## src/rtl/i2c_target_rx.sv

```systemverilog
// i2c_target_rx: write-only I2C target front-end for the I2C-to-SPI bridge.
// Oversamples SCL/SDA, ACKs its address, hands data bytes out on valid/ready.
module i2c_target_rx #(
    parameter logic [6:0]  TARGET_ADDR = 7'h42,
    parameter int unsigned SYNC_STAGES = 2
) (
    input  logic       clk,
    input  logic       rst_n,
    input  logic       scl_i,
    input  logic       sda_i,
    output logic       sda_oe,
    output logic [7:0] rx_data,
    output logic       rx_valid,
    input  logic       rx_ready,
    output logic       rx_first,
    output logic       busy,
    output logic       ovf
);

    typedef enum logic [2:0] {
        IDLE,
        ADDR,
        ADDR_ACK,
        DATA,
        DATA_ACK,
        IGNORE
    } state_e;

    state_e                 state_q;
    logic [SYNC_STAGES-1:0] scl_sync_q;
    logic [SYNC_STAGES-1:0] sda_sync_q;
    logic                   scl_p_q;
    logic                   sda_p_q;
    logic [2:0]             cnt_q;
    logic [7:0]             shift_q;
    logic                   load_q;
    logic                   first_pend_q;
    logic                   sda_oe_q;
    logic [7:0]             rx_data_q;
    logic                   rx_valid_q;
    logic                   rx_first_q;
    logic                   busy_q;
    logic                   ovf_q;

    logic       scl_s;
    logic       sda_s;
    logic       scl_rise;
    logic       scl_fall;
    logic       start_det;
    logic       stop_det;
    logic       buf_free;
    logic [7:0] byte_d;
    logic [2:0] cnt_d;

    assign scl_s     = scl_sync_q[SYNC_STAGES-1];
    assign sda_s     = sda_sync_q[SYNC_STAGES-1];
    assign scl_rise  = scl_s & ~scl_p_q;
    assign scl_fall  = ~scl_s & scl_p_q;
    assign start_det = scl_s & sda_p_q & ~sda_s;
    assign stop_det  = scl_s & ~sda_p_q & sda_s;
    // Slot is free if empty or being drained in this very cycle
    assign buf_free  = ~rx_valid_q | rx_ready;
    assign byte_d    = {shift_q[6:0], sda_s};
    assign cnt_d     = cnt_q + 3'd1;

    always_ff @(posedge clk or negedge rst_n) begin
        if (!rst_n) begin
            state_q      <= IDLE;
            scl_sync_q   <= '1;
            sda_sync_q   <= '1;
            scl_p_q      <= 1'b1;
            sda_p_q      <= 1'b1;
            cnt_q        <= 3'd0;
            shift_q      <= 8'd0;
            load_q       <= 1'b0;
            first_pend_q <= 1'b0;
            sda_oe_q     <= 1'b0;
            rx_data_q    <= 8'd0;
            rx_valid_q   <= 1'b0;
            rx_first_q   <= 1'b0;
            busy_q       <= 1'b0;
            ovf_q        <= 1'b0;
        end else begin
            scl_sync_q <= {scl_sync_q[SYNC_STAGES-2:0], scl_i};
            sda_sync_q <= {sda_sync_q[SYNC_STAGES-2:0], sda_i};
            scl_p_q    <= scl_s;
            sda_p_q    <= sda_s;
            ovf_q      <= 1'b0;
            load_q     <= 1'b0;

            if (rx_valid_q && rx_ready) begin
                rx_valid_q <= 1'b0;
            end
            if (load_q) begin
                rx_data_q    <= shift_q;
                rx_valid_q   <= 1'b1;
                rx_first_q   <= first_pend_q;
                first_pend_q <= 1'b0;
            end
            if (scl_rise) begin
                shift_q <= byte_d;
            end

            if (start_det) begin
                state_q  <= ADDR;
                busy_q   <= 1'b1;
                sda_oe_q <= 1'b0;
                cnt_q    <= 3'd0;
            end else if (stop_det) begin
                state_q  <= IDLE;
                busy_q   <= 1'b0;
                sda_oe_q <= 1'b0;
            end else begin
                unique case (state_q)
                    ADDR: begin
                        if (scl_rise) begin
                            cnt_q <= cnt_d;
                            if (cnt_q == 3'd7) begin
                                if (byte_d == {TARGET_ADDR, 1'b0}) begin
                                    state_q <= ADDR_ACK;
                                end else begin
                                    state_q <= IGNORE;
                                end
                            end
                        end
                    end
                    ADDR_ACK,
                    DATA_ACK: begin
                        // First fall opens the ACK slot, second fall closes it
                        if (scl_fall) begin
                            if (!sda_oe_q) begin
                                sda_oe_q <= 1'b1;
                            end else begin
                                sda_oe_q <= 1'b0;
                                state_q  <= DATA;
                                if (state_q == ADDR_ACK) begin
                                    first_pend_q <= 1'b1;
                                end
                            end
                        end
                    end
                    DATA: begin
                        if (scl_rise) begin
                            cnt_q <= cnt_d;
                            if (cnt_q == 3'd7) begin
                                if (buf_free) begin
                                    load_q  <= 1'b1;
                                    state_q <= DATA_ACK;
                                end else begin
                                    ovf_q   <= 1'b1;
                                    state_q <= IGNORE;
                                end
                            end
                        end
                    end
                    default: begin
                        sda_oe_q <= 1'b0;
                    end
                endcase
            end
        end
    end

    assign sda_oe   = sda_oe_q;
    assign rx_data  = rx_data_q;
    assign rx_valid = rx_valid_q;
    assign rx_first = rx_first_q;
    assign busy     = busy_q;
    assign ovf      = ovf_q;

endmodule

```

## config.mk

```make
export PLATFORM = sky130hd
export DESIGN_NAME = i2c_target_rx
export DESIGN_NICKNAME = d
export VERILOG_FILES = /design/src/rtl/i2c_target_rx.sv
export SDC_FILE = /design/constraint.sdc
export NUM_CORES = 1
export LEC_CHECK = 0
export CAP_MARGIN = 10
export CORE_MARGIN = 2
export CORE_UTILIZATION = 25
export CTS_CLUSTER_DIAMETER = 80
export CTS_CLUSTER_SIZE = 24
export DETAILED_ROUTE_END_ITERATION = 7
export GPL_TIMING_DRIVEN = 0
export HOLD_SLACK_MARGIN = 0.15
export PLACE_DENSITY_LB_ADDON = 0.1
export SLEW_MARGIN = 20
export SYNTH_ARGS = -nofsm -noshare
export SYNTH_HDL_FRONTEND = slang
export SYNTH_SLANG_ARGS = --single-unit
```

## constraint.sdc

```tcl
create_clock -name clk -period 1.9 [get_ports clk]
set_input_delay 0.38 -clock clk [delete_from_list [all_inputs] [get_ports clk]]
set_output_delay 0.38 -clock clk [all_outputs]
set_load 0.02 [all_outputs]
```

==> flow_metrics.tcl, run 1 <==
set metrics [dict create \
    slew_viol_final 0 \
    syn_inst 126 \
    wire_per_inst_um 13.65 \
    clock_tree.root_cell "clkbuf_8" \
    antenna_found_initial 0 \
    core_um2 5921 \
    synth.net_count 133 \
    cts_made_buffers 5 \
    portBuffers 17 \
    fin_crit_ns 1.754 \
    yosys.area.top_type_share_pct 47.42 \
    hold_viol 0 \
    synthAdderAreaFrac_pct 1.635 \
    cts_setup_buffers 0 \
    gp_congestion 0.8746 \
    die_w_um 82.24 \
    synth_cell_types 36 \
    diodes 0 \
    cts_sinks 35 \
    drc 0 \
    crit_slowest_cell "dfstp_2" \
    final_cell_mix "dfrtp_1, mux2_2, clkdlybuf4s50_1" \
    cts.reportedPaths.clkPinSlew_ns 0.08 \
    syn_avg_cell_area_um2 12.14 \
    cp.required_ns 2.11 \
    overflow 0 \
    status "completed" \
    die_h_um 82.24 \
    cts_tree "done" \
    max_slew_margin_pct 61.93 \
    clk_latency_ns 0.28 \
    multi_input_area_um2 610.6 \
    grt_pass1_wl_um 5126 \
    cpLargestDelayFamily "compound AO/OA/AOI/OAI gates" \
    clock_path_buffers 2 \
    synthTopCellsByArea "dfrtp_1, mux2_2, dfstp_2" \
    met1_usage_pct 13.49 \
    synth-main-ff-cell "dfrtp_1" \
    drive_gt1_share_pct 24.18 \
    stdcell_area_um2 1933 \
    instances_no_fill 228 \
    synth-seq-cells 35 \
    finClkSkew_ns 0.004494 \
    grtUsageTotal_pct 10.32 \
    synth_edf_count 0 \
    seq_area_frac_synth_pct 57.73 \
    synth_compound_area_share_pct 13.25 \
    routed_wl_um 3112 \
    worst_slew_pin_slew_ns 0.5711 \
    slowest_delay_ns 0.60 \
    top_usage_layer "met2" \
    synthSimpleGateAreaFrac_pct 11.20 \
    cts.htree.levels 2 \
    rows 28 \
    met3_usage_pct 3.261 \
    path_class "register to register" \
    cp-start-kind "register" \
    grt_pass1_vias 1043 \
    max_cap_viol_count 0 \
    path_max_fanout 10 \
    fmax_mhz 570.2 \
    ios 18 \
    synth_top_family_by_area "compound AO/OA/AOI/OAI gates" \
    vias_per_cell 4.794 \
    place_hpwl_um 2202 \
    p_per_area_nw_per_um2 1030 \
    path_cells "clkbuf_1, o21ai_1, a22oi_2, a31oi_1, o21ai_0" \
    crit_arrival_ns 1.96 \
    period_share_pct 92.31 \
    setup_viol 0 \
    synthMuxAreaShare_pct 12.51 \
    initial_utilization_pct 25.85 \
    drtPass1Iterations 4 \
    drt-initial-drc-count 79 \
    die_area_um2 6763 \
    async_reset_ff_share_pct 100.0 \
    cp-end-kind "register" \
    p_leak_nw 0.7968 \
    yosys_warnings 0 \
    rsz0062_at_grt "no" \
    vias 1093 \
    placed_cell_area_um2 1817 \
    synth_xor_area_share_pct 1.145 \
    grt_start_max_net_pins 19 \
    ir_worst_vdd_uv 527.9 \
    use_met2_pct 15.73 \
    antenna_left 0 \
    fillerInstances 591 \
    hold_class "register to register" \
    yosysTopAreaCell "dfrtp_1" \
    regArea_um2 883.3 \
    layout-area-overhead-vs-synth_pct 26.33 \
    place_inst 219 \
    netlist_area_um2 1530 \
    path_buf_inv 1 \
    final_common_cell "dfrtp_1" \
    nets 159 \
]
## flip-flops by register name, summed over array words and instances (netlist names), 2 cells and up
| register | flops |
|---|---|
| cnt_q | 3 |
| rx_data | 8 |
| scl_sync_q | 2 |
| sda_sync_q | 2 |
| shift_q | 8 |
| state_q | 3 |
## worst paths after layout
check	slack, ns	to	cells past startpoint	startpoint
worst max register to register	0.15	state_q[1]	5	scl_sync_q[1]
worst max-delay path	0.15	state_q[1]	5	scl_sync_q[1]
max in group asynchronous	0.79	sda_sync_q[0]	3	rst_n
worst min register to register	0.36	scl_sync_q[1]	0	scl_sync_q[0]
min in group asynchronous	0.58	sda_oe	2	rst_n
worst min-delay path	0.36	scl_sync_q[1]	0	scl_sync_q[0]
## where the power goes
group	leakage [nW]	internal (mW)	switching, mW	total, mW
registers	0.439	0.878	0.119	0.997
clock network	0.0505	0.330	0.276	0.606
logic	0.307	0.197	0.190	0.387
total	0.797	1.40	0.586	1.99
## layout make-up
cell class | count | share of cell area, %
buffer | 5 | 1.036
clock buffer | 7 | 4.984
clock inverter | 1 | 0.3884
inverter | 5 | 0.9709
multi-input combinational | 81 | 31.59
sequential | 35 | 45.70
tap | 75 | 4.854
timing repair buffer | 19 | 10.49
## metal layers
metal  wire length (um)  vias to the layer above  share of wire, %
met1               1460                      539                47
met4                 61                        0               2.0
met3                187                        7               6.0
met2               1402                       41                45
met5                  0                        -                 0
li1                   -                      506                 -
## cells by family after synthesis
| kind of cell | Yosys count |
|---|---|
| AO/OA/AOI/OAI | 31 |
| multiplexers | 17 |
| AND/OR/NAND/NOR | 29 |
| XOR/XNOR | 2 |
| flip-flops | 35 |
| adder cells (fa/ha/maj) | 2 |
| buffers and inverters | 10 |
## Yosys cell counts, types with 2 or more instances
master and n:
dfrtp_1 29, mux2_2 17, nand2b_1 7, dfstp_2 6
o21ai_0 6, a21oi_1 5, inv_1 5, nor2_1 5
clkbuf_1 4, nand2_1 4, a31oi_1 3, nor2b_1 3
o21bai_1 3, o22ai_1 3, ha_1 2, nor4b_1 2
o21ai_1 2, xnor2_1 2
## repair_timing
action	4_1_cts	5_1_grt
hold buffers	1	0
hold endpoints to repair	14	0
endpoints found under the setup margin	0	1
resized for setup	0	1
## through the flow
stage                     setup WS (ns)  TNS, ns  util (%)  hold WS [ns]  total power [mW]
after floorplan                  0.3928        0         -       0.08441             1.266
after global placement          -0.3347   -9.678     30.30        0.3464             1.370
after detailed placement         0.1849        0     30.68        0.3468             1.396
after CTS                        0.1459        0     32.61        0.3593             2.014
after global routing           0.005606        0     32.65        0.3668             2.114
final                            0.1462        0     32.65        0.3579             1.990
Note: power is estimated with default switching activity, not from simulation.
==> inputs of run 2 (changes only) <==
--- a/config.mk
+++ b/config.mk
@@ -11,9 +11,10 @@
 export CTS_CLUSTER_DIAMETER = 80
 export CTS_CLUSTER_SIZE = 24
 export DETAILED_ROUTE_END_ITERATION = 7
+export DONT_BUFFER_PORTS = 1
 export GPL_TIMING_DRIVEN = 0
 export HOLD_SLACK_MARGIN = 0.15
-export PLACE_DENSITY_LB_ADDON = 0.1
+export PLACE_DENSITY_LB_ADDON = 0.08
 export SLEW_MARGIN = 20
 export SYNTH_ARGS = -nofsm -noshare
 export SYNTH_HDL_FRONTEND = slang
==> run 2 against run 1 <==
  * Cell count fell by 6.6%
  * Flip-flop and latch count did not move
  * Largest power group unchanged
  * Combinational power fell by 5.7%
  * Power fell by 5.9%
  * Register-to-register slack improved by 0.04 ns
  * Count of clock-buffer cells in the layout fell by 1
  * Critical path type unchanged
  * Largest cell class unchanged
  * Via count fell by 8.6%
  * Clock skew rose by 0.0012 ns
  * Setup slack improved by 0.040 ns
==> flow_metrics.tcl, run 2 (synthesized netlist as in run 1, its figures left out) <==
set metrics [dict create \
    finClkSkew_ns 0.005690 \
    path_max_fanout 7 \
    fin_crit_ns 1.713 \
    worst_slew_pin_slew_ns 0.5768 \
    cts_made_buffers 5 \
    cp-end-kind "register" \
    sequentialPowerShare_pct 53.3 \
    p_int_mw 1.319 \
    gp_congestion 0.7506 \
    max_slew_margin_pct 61.55 \
    portBuffers 0 \
    drt-initial-drc-count 50 \
    vias 999 \
    rows 28 \
    pre_cts_slack_ns 0.1350 \
    antenna_left 0 \
    die_w_um 82.24 \
    r2r_start "sda_sync_q[1]" \
    pwr-share-clk_pct 27.3 \
    final_cell_mix "dfrtp_1, mux2_2, nand2b_1" \
    slowest_delay_ns 0.60 \
    grtUsageTotal_pct 10.08 \
    fmax_mhz 583.6 \
    initial_utilization_pct 25.85 \
    cts_setup_buffers 0 \
    slew_viol_final 0 \
    cts.reportedPaths.clkPinSlew_ns 0.07 \
    fin_tns_setup_ns 0 \
    layout-area-overhead-vs-synth_pct 15.05 \
    drc 0 \
    rsz0062_at_grt "no" \
    r2r_cells 5 \
    nets 144 \
    drtPass1Iterations 4 \
    grt_pass1_vias 1033 \
    die_area_um2 6763 \
    hold_end "sda_sync_q[1]" \
    period_share_pct 90.18 \
    cts_sinks 35 \
    switching_share_pct 29.61 \
    overflow 0 \
    crit_slowest_cell "dfstp_2" \
    routed_wl_um 2965 \
    cts_tree "done" \
    grt_pass1_wl_um 4988 \
    setup_viol 0 \
    max_cap_viol_count 0 \
    clock_tree.root_cell "clkbuf_8" \
    timing.hold.ws_ns 0.3587 \
    setup_ws_ns 0.1866 \
    path_class "register to register" \
    cp-start-kind "register" \
    clock_path_buffers 2 \
    hold_class "register to register" \
    final_common_cell "dfrtp_1" \
    drive_gt1_share_pct 25.36 \
    cts.htree.levels 2 \
    antenna_found_initial 0 \
    p_leak_nw 0.7341 \
    clk_latency_ns 0.28 \
    p_per_area_nw_per_um2 1064 \
    place_hpwl_um 2021 \
    crit_arrival_ns 1.91 \
    core_um2 5921 \
    switchingPower_uw 554.7 \
    ios 18 \
    postLayoutCoreUtil_pct 29.73 \
    r2r_setup_slack_ns 0.19 \
    min_delay_path_depth 0 \
    hold_viol 0 \
    die_h_um 82.24 \
    ir_worst_vdd_uv 373.1 \
    vias_per_cell 4.690 \
    diodes 0 \
    grt_start_max_net_pins 36 \
    status "completed" \
    path_cells "nor2b_1, o21ai_1, a22oi_2, a31oi_1, o21ai_0" \
    min-delay-start "sda_sync_q[0]" \
    total_power_mw 1.873 \
    r2r_end "state_q[1]" \
    wire_per_inst_um 13.92 \
    combPwrFrac_pct 19.5 \
    cp.required_ns 2.10 \
]
## run 2: repair_timing
item                       CTS  global route
setup endpoints to repair    0             2
hold endpoints to repair    37             0
hold buffers                 4             0
gates resized for setup      0             2
## run 2: final cells by class
type	instances	area, um2
flip-flops and latches	35	883.3
multi-input cells	81	608.1
clock inverters	2	12.51
well taps	75	93.84
plain buffers	5	21.27
fillers	620	4160
inverters	5	18.77
clock buffers	6	72.57
repair buffers	4	50.05
## run 2: per-stage QoR
| step | instances | instance area (um2) |
|---|---|---|
| 4_1_cts | 213 | 1759 |
| 5_1_grt | 213 | 1760 |
| 3_3_place_gp | 201 | 1624 |
| 3_5_place_dp | 201 | 1624 |
| 6_report | 213 | 1760 |
| 2_1_floorplan | 126 | 1530 |
## run 2: critical path: cells and delay by family (launching register included)
family	cells	cell delay, ns
flip-flops	1	0.60
AO/OA/AOI/OAI	4	0.66
AND/OR/NAND/NOR	1	0.36
## run 2: routing by layer
layer | vias to the layer above | track usage (%) | wire length, um
li1 | 481 | - | -
met4 | 0 | 6.000 | 60
met1 | 487 | 12.89 | 1420
met2 | 25 | 14.03 | 1313
met5 | - | 0 | 0
met3 | 6 | 4.239 | 170
## run 2: power by group through the flow
stage                     clock (mW)  sequential [mW]  combinational (mW)
after global routing           0.584             1.02               0.407
after detailed placement           0             1.01               0.345
final                          0.511            0.998               0.365
after global placement             0             1.01               0.332
after floorplan                    0            0.978               0.288
after CTS                      0.538             1.00               0.371
## run 2: worst max-delay path by stage
stage                             start  cells after the start          to
after floorplan           sda_sync_q[1]                      4  state_q[2]
after global placement    scl_sync_q[1]                      5  state_q[1]
after detailed placement  scl_sync_q[1]                      5  state_q[1]
after CTS                 scl_sync_q[1]                      5  state_q[1]
after global routing      sda_sync_q[1]                      5  state_q[1]
final                     sda_sync_q[1]                      5  state_q[1]
